File: src/rtl/iter_div_unit.sv
// iter_div_unit: multicycle RV32M divider for the EX stage (DIV, DIVU, REM, REMU).
// Radix-2 restoring division, one quotient bit per clock. Signed operations
// divide magnitudes and fix the sign when the result is registered.
// Divide-by-zero and signed overflow are resolved at acceptance and skip the
// iteration entirely.
//
// Ports:
//   clk         core clock, rising edge
//   reset_n     asynchronous active-low reset
//   start_i     request a division (taken in IDLE/DONE when kill_i is low)
//   fun3_i      100 DIV, 101 DIVU, 110 REM, 111 REMU; other codes act as DIVU
//   dividend_i  rs1 value
//   divisor_i   rs2 value
//   kill_i      pipeline flush; abandons any operation, wins over start_i
//   busy_o      stall request: iterating, or a start is being taken this cycle
//   valid_o     one-cycle pulse marking result_o as fresh
//   result_o    quotient or remainder, held until the next completion
module iter_div_unit #(
  parameter int XLEN = 32
) (
  input  logic            clk,
  input  logic            reset_n,
  input  logic            start_i,
  input  logic [2:0]      fun3_i,
  input  logic [XLEN-1:0] dividend_i,
  input  logic [XLEN-1:0] divisor_i,
  input  logic            kill_i,
  output logic            busy_o,
  output logic            valid_o,
  output logic [XLEN-1:0] result_o
);

  localparam int              CNT_W   = $clog2(XLEN);
  localparam logic [XLEN-1:0] INT_MIN = {1'b1, {(XLEN-1){1'b0}}};

  typedef enum logic [1:0] {S_IDLE, S_CALC, S_DONE} state_e;

  state_e           state_q, state_d;
  logic [CNT_W-1:0] cnt_q, cnt_d;
  logic [XLEN-1:0]  rem_q, rem_d;
  logic [XLEN-1:0]  quo_q, quo_d;
  logic [XLEN-1:0]  dvs_q, dvs_d;
  logic [XLEN-1:0]  result_q, result_d;
  logic             q_neg_q, q_neg_d;
  logic             r_neg_q, r_neg_d;
  logic             is_rem_q, is_rem_d;

  // Operation decode and operand conditioning for the accepting cycle.
  logic            signed_op, rem_op, dvd_neg, dvs_neg;
  logic            div_zero, ovf, accept;
  logic [XLEN-1:0] dvd_abs, dvs_abs;

  assign signed_op = (fun3_i == 3'b100) || (fun3_i == 3'b110);
  assign rem_op    = (fun3_i == 3'b110) || (fun3_i == 3'b111);
  assign dvd_neg   = signed_op & dividend_i[XLEN-1];
  assign dvs_neg   = signed_op & divisor_i[XLEN-1];
  assign dvd_abs   = dvd_neg ? -dividend_i : dividend_i;
  assign dvs_abs   = dvs_neg ? -divisor_i  : divisor_i;
  assign div_zero  = (divisor_i == '0);
  assign ovf       = signed_op && (dividend_i == INT_MIN) && (divisor_i == '1);
  assign accept    = (state_q != S_CALC) && start_i && !kill_i;

  // One restoring step. The partial remainder keeps its top bit in the shift
  // so unsigned divisors above 2^(XLEN-1) still divide correctly.
  logic [XLEN:0]   shifted, trial;
  logic            q_bit;
  logic [XLEN-1:0] rem_nx, quo_nx;

  assign shifted = {rem_q, quo_q[XLEN-1]};
  assign trial   = shifted - {1'b0, dvs_q};
  assign q_bit   = ~trial[XLEN];
  assign rem_nx  = q_bit ? trial[XLEN-1:0] : shifted[XLEN-1:0];
  assign quo_nx  = {quo_q[XLEN-2:0], q_bit};

  always_comb begin
    // NOTE: every _d starts from its _q so no branch can leave a latch behind.
    state_d  = state_q;
    cnt_d    = cnt_q;
    rem_d    = rem_q;
    quo_d    = quo_q;
    dvs_d    = dvs_q;
    q_neg_d  = q_neg_q;
    r_neg_d  = r_neg_q;
    is_rem_d = is_rem_q;
    result_d = result_q;

    case (state_q)
      S_CALC: begin
        if (kill_i) begin
          state_d = S_IDLE;
        end else begin
          rem_d = rem_nx;
          quo_d = quo_nx;
          cnt_d = cnt_q - CNT_W'(1);
          if (cnt_q == '0) begin
            state_d  = S_DONE;
            result_d = is_rem_q ? (r_neg_q ? -rem_nx : rem_nx)
                                : (q_neg_q ? -quo_nx : quo_nx);
          end
        end
      end
      default: begin
        // IDLE and DONE both accept; a DONE with no new start falls to IDLE.
        state_d = S_IDLE;
        if (accept) begin
          q_neg_d  = dvd_neg ^ dvs_neg;
          r_neg_d  = dvd_neg;
          is_rem_d = rem_op;
          dvs_d    = dvs_abs;
          quo_d    = dvd_abs;
          rem_d    = '0;
          cnt_d    = CNT_W'(XLEN-1);
          if (div_zero) begin
            state_d  = S_DONE;
            result_d = rem_op ? dividend_i : '1;
          end else if (ovf) begin
            state_d  = S_DONE;
            result_d = rem_op ? '0 : dividend_i;
          end else begin
            state_d  = S_CALC;
          end
        end
      end
    endcase
  end

  always_ff @(posedge clk or negedge reset_n) begin
    if (!reset_n) begin
      // NOTE: datapath registers are cleared too, so nothing stale survives a reset.
      state_q  <= S_IDLE;
      cnt_q    <= '0;
      rem_q    <= '0;
      quo_q    <= '0;
      dvs_q    <= '0;
      q_neg_q  <= 1'b0;
      r_neg_q  <= 1'b0;
      is_rem_q <= 1'b0;
      result_q <= '0;
    end else begin
      // NOTE: non-blocking so every flop samples the pre-edge values.
      state_q  <= state_d;
      cnt_q    <= cnt_d;
      rem_q    <= rem_d;
      quo_q    <= quo_d;
      dvs_q    <= dvs_d;
      q_neg_q  <= q_neg_d;
      r_neg_q  <= r_neg_d;
      is_rem_q <= is_rem_d;
      result_q <= result_d;
    end
  end

  // busy_o also rises in the accepting cycle so the front end stalls at once.
  assign busy_o   = (state_q == S_CALC) | (start_i & ~kill_i);
  assign valid_o  = (state_q == S_DONE);
  assign result_o = result_q;

endmodule

File: config.mk
export PLATFORM = sky130hd
export DESIGN_NAME = iter_div_unit
export DESIGN_NICKNAME = d
export VERILOG_FILES = /design/src/rtl/iter_div_unit.sv
export SDC_FILE = /design/constraint.sdc
export NUM_CORES = 1
export LEC_CHECK = 0
export BUFFER_PORTS_ARGS = -buffer_cell sky130_fd_sc_hd__buf_2
export CAP_MARGIN = 15
export CORE_MARGIN = 8
export CORE_UTILIZATION = 30
export CTS_BUF_LIST = sky130_fd_sc_hd__clkbuf_4
export CTS_CLUSTER_DIAMETER = 200
export DETAILED_ROUTE_END_ITERATION = 6
export PLACE_DENSITY_LB_ADDON = 0.15
export SYNTH_ARGS = -nofsm -noshare
export SYNTH_HDL_FRONTEND = slang
export SYNTH_SLANG_ARGS = --single-unit
File: constraint.sdc
create_clock -name clk -period 16.5 [get_ports clk]
set_clock_uncertainty 0.05 [all_clocks]
set_input_delay 2.475 -clock clk [delete_from_list [all_inputs] [get_ports clk]]
set_output_delay 2.475 -clock clk [all_outputs]
set_load 0.05 [all_outputs]
Word level (Yosys, flattened, before mapping) --
Cells that the tools add are included. W data, S select, Z words.
Storage, ports and cells: logic and storage cells 77, register bits after elaboration 138
Cells by class: reduce and logical (&&, ||, !) cells 14, equal/unequal tests 11, bitwise logic cells 8, mux-type cells 29, add/sub/neg operators 6
Operators with widths (number):
- $mux W32 | 20
- $neg A32 Y32 | 4
- $eq A32 B32 Y1 const B | 2
- $sub A33 B32 Y33 | 1
- $logic_not A32 Y1 | 1
- $mux W5 | 3
- $mux W2 | 6
- $eq A3 B3 Y1 const B | 3
- $logic_not A5 Y1 | 1
- $sub A5 B1 Y5 const B | 1
- $logic_and A1 B1 Y1 | 4
- $ne A2 B2 Y1 const B | 2
- $reduce_and A2 Y1 | 2
- $reduce_and A4 Y1 | 1
- $and A1 B1 Y1 | 3
- $ne A3 B3 Y1 const B | 1
- $not A1 Y1 | 3
- $reduce_bool A3 Y1 | 1
- $eq A2 B1 Y1 const B | 1
- $eq A2 B2 Y1 const B | 1
- $logic_or A1 B1 Y1 | 2
- $ne A2 B1 Y1 const B | 1
- $reduce_bool A2 Y1 | 1
- $logic_not A1 Y1 | 1
- 2 further kinds | 2

Depth between registers and ports, before layout --
Gate-level depths: netlist (run 1).
depth after elaboration 8, mapped depth 27

Least setup slack after synthesis (run 1) --
OpenSTA, ideal clock, no wires.
path kind input port to output port, from input port kill_i, to output port busy_o, data arrival time 2.949 ns, path buffers 0, slack 11.026 ns, stages 2, cells stage by stage nand2b_1 nand2_1
Between the ends: cells in the longest elaborated chain, start to end 3
RTL lines:
- start, declared | line 27 | input logic kill_i,
- $not A1 Y1 | line 154 | assign busy_o = (state_q == S_CALC) | (start_i & ~kill_i);
- $and A1 B1 Y1 | line 154
- $or A1 B1 Y1 | line 154
- end, declared | line 28 | output logic busy_o,
Every way passes these cells.

Worst setup path in the final report (run 1) --
from register rem_q[8], to register result_q[26] (netlist: result_o[26])
Between the ends: cells in the longest elaborated chain, start to end 8, elaborated cells on any way between the ends 11, those cells by class add/sub: 3; mux: 7; bitwise: 1
RTL lines:
- start, declared | line 40 | logic [XLEN-1:0] rem_q, rem_d;
- start signal, assigned | line 143 | rem_q <= rem_d;
- $sub A33 B32 Y33 | line 70 | assign trial = shifted - {1'b0, dvs_q};
- $mux W32 / $not A1 Y1 (equally long branches) | line 72, 71
- $neg A32 Y32, on equally long branches | line 97, 98
- $mux W32, on equally long branches | line 97, 98
- $mux W32 * | line 97 | result_d = is_rem_q ? (r_neg_q ? -rem_nx : rem_nx)
- $mux W32 * | line 95 | if (cnt_q == '0) begin
- $mux W32 * | line 89 | if (kill_i) begin
- $mux W32 * | line 87 | case (state_q)
- end signal, assigned | line 149 | result_q <= result_d;
- end, declared | line 43 | logic [XLEN-1:0] result_q, result_d;
Every way passes the cells marked *; elsewhere a longest branch is shown, timed or not. The select of a mux whose other input is x is not followed. A chain may end at the register's enable or synchronous reset.

==> results of run 1 <==
## per-stage QoR
stage / utilization [%] / setup slack, ns / total power (uW) / hold slack (ns)
floorplan: - / 11.03 / 1930 / 0.400
CTS: 33.7 / 9.69 / 2710 / 0.449
global route: 33.7 / 9.13 / 2930 / 0.480
detailed placement: 32.9 / 9.46 / 2430 / 0.419
finish: 33.7 / 9.62 / 2710 / 0.443
global placement: 32.9 / 9.51 / 2440 / 0.419
## how the worst min path moves through the flow
stage / slack (ns) / from / to / cells past startpoint
3_3_place_gp: 0.42 / dvs_q[21]$_DFFE_PN0P_ / dvs_q[21]$_DFFE_PN0P_ / 2
3_5_place_dp: 0.42 / result_o[3]$_DFFE_PN0P_ / result_o[3]$_DFFE_PN0P_ / 2
5_1_grt: 0.48 / dvs_q[11]$_DFFE_PN0P_ / dvs_q[11]$_DFFE_PN0P_ / 2
2_1_floorplan: 0.40 / dvs_q[10]$_DFFE_PN0P_ / dvs_q[10]$_DFFE_PN0P_ / 2
6_report: 0.44 / result_o[3]$_DFFE_PN0P_ / result_o[3]$_DFFE_PN0P_ / 2
4_1_cts: 0.45 / result_o[3]$_DFFE_PN0P_ / result_o[3]$_DFFE_PN0P_ / 2
## power groups by stage
stage	sequential [uW]	combinational, uW	clock, uW
floorplan	665	1270	0
global placement	587	1850	0
detailed placement	587	1850	0
CTS	581	1860	273
global route	596	2050	285
finish	582	1860	264
## sequential cells by signal (all words and copies together), names as in the netlist
name and count:
r_neg_q 1, is_rem_q 1, state_q 2, q_neg_q 1
quo_q 32, result_o 32, rem_q 32, cnt_q 5
dvs_q 32
## cell usage in the layout (no fill, tap or decap), types with 13 or more instances in the layout
cell type | netlist | layout
nand2_1 | 196 | 196
a211oi_1 | 17 | 17
nand4_1 | 16 | 16
or3_1 | 22 | 22
a31oi_1 | 19 | 19
dfrtp_1 | 138 | 138
xor2_1 | 59 | 59
buf_2 | 11 | 103
o21ai_0 | 190 | 190
o31ai_1 | 33 | 33
o211ai_1 | 24 | 24
a21oi_1 | 127 | 126
nor4_1 | 13 | 13
a21o_1 | 14 | 14
ha_1 | 39 | 39
inv_1 | 58 | 58
buf_4 | 3 | 15
nand3_1 | 22 | 22
nor2_1 | 123 | 123
nor3_1 | 31 | 31
mux2i_1 | 20 | 20
clkbuf_4 | 0 | 19
xnor2_1 | 73 | 73
## kinds of logic (layout without fill, tap and decap cells)
| group | after synthesis | in the layout |
|---|---|---|
| flops | 138 | 138 |
| buf+inv | 145 | 210 |
| other cells | 0 | 1 |
| simple gates | 502 | 502 |
| mux | 25 | 25 |
| compound gates | 540 | 540 |
| fa+ha+maj | 40 | 40 |
| xor+xnor | 132 | 132 |
## final cells by class
type	count	area, sq um	area share, %
sequential	138	3450	26.5
inverter	59	221	1.70
antenna	1	2.50	0.0192
clock inverter	13	176	1.35
multi-input combinational	1239	7750	59.5
timing repair buffer	119	639	4.91
clock buffer	19	143	1.09
tap	518	648	4.97
## synth_stat cells, types with 5 or more instances
cell type	instances	area, sq um
nand4_1	16	100
a211o_1	6	52.6
a41oi_1	5	43.8
ha_1	39	488
and3_1	12	75.1
or2_2	7	43.8
nor2b_1	6	37.5
a21boi_0	5	37.5
a21oi_1	127	636
o31ai_1	33	248
o2111ai_1	6	52.6
o221ai_1	8	70.1
o41ai_1	12	105
nand3_1	22	110
inv_1	58	218
a31oi_1	19	119
mux2_2	5	56.3
nor2_1	123	462
a211oi_1	17	128
o21ai_1	11	55.1
a21o_1	14	105
o21ai_0	190	951
xnor2_1	73	639
nand2b_1	9	56.3
buf_2	11	55.1
clkbuf_1	63	236
a22o_1	10	87.6
nor3_1	31	155
mux2i_1	20	200
nand2_1	196	736
or4_1	12	90.1
and2_1	6	37.5
nor4_1	13	81.3
dfrtp_1	138	3450
o211ai_1	24	180
o21a_1	5	37.5
xor2_1	59	517
or3_1	22	138
buf_1	8	30.0
## tightest hold or removal path: stages, from the launching register on
cell	delay (ns)
dfrtp_1	0.36
nand2_1	0.04
o21ai_0	0.06
## per-layer routing
metal	part of all wire, %	up-vias	wire length [um]
met3	3.9	55	1680
met2	48	305	20500
met5	0	-	0
met1	45	5611	19300
met4	2.8	0	1200
li1	-	5631	-
==> out/metrics.cfg, run 1 <==
[outcome]
outcome=completed

[global_routing]
gr-usage-met3_pct=2.47
top_usage_layer=met2
grt_pass1_wl_um=66700
grt-ovfl-total=0
grt_max_degree=98
grt.total_usage_pct=18.1
grt_antenna_before_repair=1
grt_use_met2_pct=30.7
grt_pass1_vias=11400
grtUsageMet1_pct=23.3

[worst_setup_path]
path_class=flop to flop
critPathCapture=result_o[26]$_DFFE_PN0P_
critPathLaunch=rem_q[8]$_DFFE_PN0P_
crit_path_max_fanout=45
worstReg2RegEnd=result_o[26]$_DFFE_PN0P_
worstSetupPathDepth=20
critPathRequiredTime_ns=16.97
worst_path_max_delay_cell=inv_2
worstRegToRegCells=20
path_delay_family=compound AO/OA/AOI/OAI gates
crit_path_max_incr_delay_ns=0.63
startpoint_type=flop
crit_chain=ha_1 -> nand4_2 -> a2111oi_4 -> nand2_1 -> a211oi_4 -> o21a_1 -> nor2_8 -> buf_4 -> inv_2 -> mux2i_1 -> ha_1 -> nand2_1 -> or2_2 -> or4_1 -> a21oi_1 -> o221ai_1 -> nor4_4 -> nand2_2 -> o211a_1 -> o41ai_2
r2r_slack_ns=9.62
r2r-start=rem_q[8]$_DFFE_PN0P_
cp_data_arrival_time_ns=7.34
setup.worst_path.end_class=flop
path_buf_inv=2

[detailed_routing]
wl_per_cell_um=20.2
drc=0
postRouteAntennaNets=0
drt_iter0_markers=839
num_vias=11600
via_per_inst=5.51
wl_um=42600
firstDrtPassIters=5

[sta]
fmax_mhz=145
slew_headroom_pct=25.4
period_minus_slack_ns=6.88
finalSetupViolations=0
tightest_slew_ns=1.12
maxSlewViolCount=0
fin_crit_sh_pct=41.7
report.final.hold_viol_count=0
final.setup.tns_ns=0
rsz0062_at_grt=false

[clocking]
clockBufferDepth=2
worstSkewPairLatency_ns=0.63
ctsHoldBuffers=0
cts_root_buf=clkbuf_4
ctsResizeCount=0
cts_buffers=17
cts.sinks=138
cts_tree=done
cts.clk_slew.worst_paths_ns=0.13
cts_max_level=4
postCtsSetupBuffers=0

[die]
die_area_sq_um=45800
fp.dieH_um=214
core_sq_um=38600
rows=72
initial_core_util_pct=30.4
fp.dieW_um=214
pin_count=105

[place]
dp.cells=2073
dpl_cell_area_sq_um=12700
gp_congestion=0.870
port_buffers=104
hpwl_um=32400

[yosys]
synth_compound_area_share_pct=29.0
syn-num-nets=1633
syn_area_per_cell_sq_um=7.73
synth_fa_ha_area_share_pct=4.32
syn_inst=1522
synthXorXnorAreaFrac_pct=9.83
synth-simple-area-share_pct=20.5
ys_warn_count=0
netlist_area_sq_um=11800
synth_cell_types=88
ys_ff_latch=138
synth_mux_area_share_pct=2.18
synth_ff_type=dfrtp_1
synth_edf_count=0
ys_async_sr_fraction_pct=100
synth_top_family_by_area=compound AO/OA/AOI/OAI gates
seq_area_frac_synth_pct=29.4

[power]
peakVddDrop_mv=0.121
p_sw_uw=1520
power_density_nw_per_um2=208
combPwrFrac_pct=68.8
seq_power_share_pct=21.5
internal_power_uw=1190
power.clock.fraction_pct=9.7
leakage_uw=0.00526
swShare_pct=56.1

[final_layout]
n_fill_cell=4230
fin_cells=2106
stdcell_area_sq_um=13000
syn2layout_area_growth_pct=10.8
drive_gt1_share_pct=12.0
layout.nets=1685

[hold_path]
worstHoldPathType=flop to flop

[job]
drv_cap=0

No activity file was read; power rests on OpenSTA's default activity.
==> run 2: changes to the inputs <==
==> constraint.sdc (replaced) <==
create_clock -name clk -period 6.4 [get_ports clk]
set_clock_uncertainty 0.05 [all_clocks]
set_input_delay 0.96 -clock clk [delete_from_list [all_inputs] [get_ports clk]]
set_output_delay 0.96 -clock clk [all_outputs]
set_load 0.05 [all_outputs]
==> run 2 against run 1 <==
  * Register-to-register slack got worse by 8.9 ns
  * Worst hold slack got worse by 0.098 ns
  * Non-clock buffer count rose by 8
  * Sequential cell count did not move
  * Cell area rose by 0.26%
  * Core utilization rose by 0.087 points
  * First-iteration DRC count fell by 8.0%
  * Worst setup slack got worse by 8.9 ns
  * Count of clock-buffer cells in the layout did not move
  * Global-route usage rose by 0.14 points
  * Sequential power rose to 2.5 times the previous value
  * Largest cell class unchanged
  * Sequential share of layout area fell by 0.069 points
==> out/metrics.cfg, run 2 (same netlist as run 1, synthesis figures left out) <==
[global_routing]
grt_max_degree=96  ; -2.0%
grt_antenna_before_repair=1  ; unchanged
grt_pass1_vias=11400  ; -0.21%
top_usage_layer=met2
gr-usage-met3_pct=2.41  ; -0.056 points
grt.total_usage_pct=18.3  ; +0.14 points
grt_use_met2_pct=31.1  ; +0.42 points
grtUsageMet1_pct=23.9  ; +0.61 points
grt_pass1_wl_um=67300  ; +0.79%
grt-ovfl-total=0  ; unchanged

[place]
hpwl_um=32900  ; +1.7%
gp_congestion=0.845  ; -2.9%
port_buffers=104  ; unchanged
dp.cells=2080  ; +0.34%

[job]
drv_cap=0  ; unchanged

[worst_setup_path]
worstRegToRegCells=25  ; +25%
r2r_slack_ns=0.74  ; -8.89 ns
crit_path_max_fanout=13  ; -71%
critPathCapture=result_o[26]$_DFFE_PN0P_
cp_data_arrival_time_ns=6.13  ; -1.21 ns
startpoint_type=flop
worstReg2RegEnd=result_o[26]$_DFFE_PN0P_
r2r-start=quo_q[31]$_DFFE_PN0P_
critPathLaunch=quo_q[31]$_DFFE_PN0P_
setup.worst_path.end_class=flop
path_class=flop to flop
critPathRequiredTime_ns=6.87  ; -10.10 ns

[clocking]
postCtsSetupBuffers=0  ; unchanged
cts_root_buf=clkbuf_4
ctsResizeCount=0  ; unchanged
clockBufferDepth=2  ; unchanged
cts.sinks=138  ; unchanged
ctsHoldBuffers=0  ; unchanged
cts_tree=done
cts_buffers=17  ; unchanged
cts.clk_slew.worst_paths_ns=0.15  ; +0.02 ns
worstSkewPairLatency_ns=0.62  ; about the same
cts_max_level=4  ; unchanged

[detailed_routing]
via_per_inst=5.43  ; -1.5%
wl_um=42800  ; +0.45%
drt_iter0_markers=772  ; -8.0%
wl_per_cell_um=20.3  ; about the same
num_vias=11500  ; -1.1%
firstDrtPassIters=5  ; unchanged
drc=0  ; unchanged
postRouteAntennaNets=0  ; unchanged

[die]
initial_core_util_pct=30.4  ; unchanged
fp.dieH_um=214  ; unchanged
core_sq_um=38600  ; unchanged
die_area_sq_um=45800  ; unchanged
rows=72  ; unchanged
pin_count=105  ; unchanged
fp.dieW_um=214  ; unchanged

[final_layout]
fin_cells=2114  ; +0.38%
finish.utilization_pct=33.8  ; +0.087 points
most-common-layout-cells=196 x nand2_1, 190 x o21ai_0, 138 x dfrtp_1
final_common_cell=nand2_1
syn2layout_area_growth_pct=11.1
n_fill_cell=4195  ; -0.83%
drive_gt1_share_pct=12.4  ; +0.38 points
layout.nets=1693  ; +0.47%

[hold_path]
worstHoldPathType=input port to async pin

[sta]
report.final.hold_viol_count=0  ; unchanged
holdWs_ns=0.345  ; -0.0976 ns
rsz0062_at_grt=false
tightest_slew_ns=1.16  ; +0.0362 ns
fmax_mhz=177  ; +21%
finalSetupViolations=0  ; unchanged
final.setup.tns_ns=0  ; unchanged
slew_headroom_pct=23.0  ; -2.4 points
maxSlewViolCount=0  ; unchanged
period_minus_slack_ns=5.66  ; -1.21 ns
fin_crit_sh_pct=88.4  ; +47 points

[outcome]
outcome=completed

[power]
leakage_uw=0.00529  ; +0.62%
power_density_nw_per_um2=534  ; +160%
peakVddDrop_mv=0.240  ; +99%
total_power_uw=6980  ; +160%

==> run 2: cell count changes in the layout (fill, tap and decap cells not counted), sizes merged <==
cell      delta
buf          +7
clkinv       +3
clkinvlp     -2
bufinv       -1
clkbuf       +1
==> run 2: how the worst min path moves through the flow <==
stage                                   from                       end  depth (start not counted)
floorplan              dvs_q[10]$_DFFE_PN0P_     dvs_q[10]$_DFFE_PN0P_                          2
global placement    result_o[14]$_DFFE_PN0P_  result_o[14]$_DFFE_PN0P_                          2
detailed placement  result_o[10]$_DFFE_PN0P_  result_o[10]$_DFFE_PN0P_                          2
CTS                                  reset_n      quo_q[5]$_DFFE_PN0P_                          1
global route                         reset_n      quo_q[5]$_DFFE_PN0P_                          1
finish                               reset_n      quo_q[5]$_DFFE_PN0P_                          1
==> run 2: report_power, final <==
group | internal [uW] | switching [uW] | total [uW]
clock network | 275 | 366 | 642
registers | 1150 | 322 | 1470
logic | 1630 | 3230 | 4860
total | 3060 | 3920 | 6980
==> run 2: per-stage QoR <==
stage          instance area [sq um]  setup slack [ns]
3_5_place_dp                   12800             0.861
2_1_floorplan                  11800             0.942
6_report                       13100             0.739
4_1_cts                        13100             0.805
5_1_grt                        13100             0.365
3_3_place_gp                   12800             0.896
==> run 2: per-layer routing <==
| metal | routed length, um | part of all wire (%) |
|---|---|---|
| met1 | 19800 | 46 |
| met2 | 20700 | 48 |
| met3 | 1440 | 3.4 |
| met4 | 882 | 2.1 |
| met5 | 0 | 0 |
==> run 2: critical path, stage by stage (launching register included) <==
cell,delay [ns]
dfrtp_1,0.42
inv_1,0.08
ha_1,0.17
inv_1,0.05
fa_1,0.42
a211oi_2,0.24
o211ai_1,0.23
nand2_1,0.20
a211oi_4,0.09
o21a_1,0.27
nor2_8,0.15
inv_2,0.06
buf_4,0.19
nand2_1,0.07
o21ai_0,0.09
inv_1,0.09
ha_1,0.18
nand2_1,0.07
or2_2,0.28
or4_1,0.43
a21oi_1,0.31
o221ai_1,0.27
nor4_4,0.52
nand2_2,0.11
o211a_1,0.25
o41ai_2,0.28
==> run 2: final cells by class <==
| cell class | instances | area, sq um | share of cell area (%) |
|---|---|---|---|
| Sequential cell | 138 | 3450 | 26.4 |
| Inverter | 59 | 221 | 1.70 |
| Clock buffer | 19 | 143 | 1.09 |
| Clock inverter | 13 | 153 | 1.17 |
| Antenna cell | 1 | 2.50 | 0.0192 |
| Tap cell | 518 | 648 | 4.96 |
| Multi-Input combinational cell | 1239 | 7750 | 59.3 |
| Timing Repair Buffer | 127 | 697 | 5.33 |
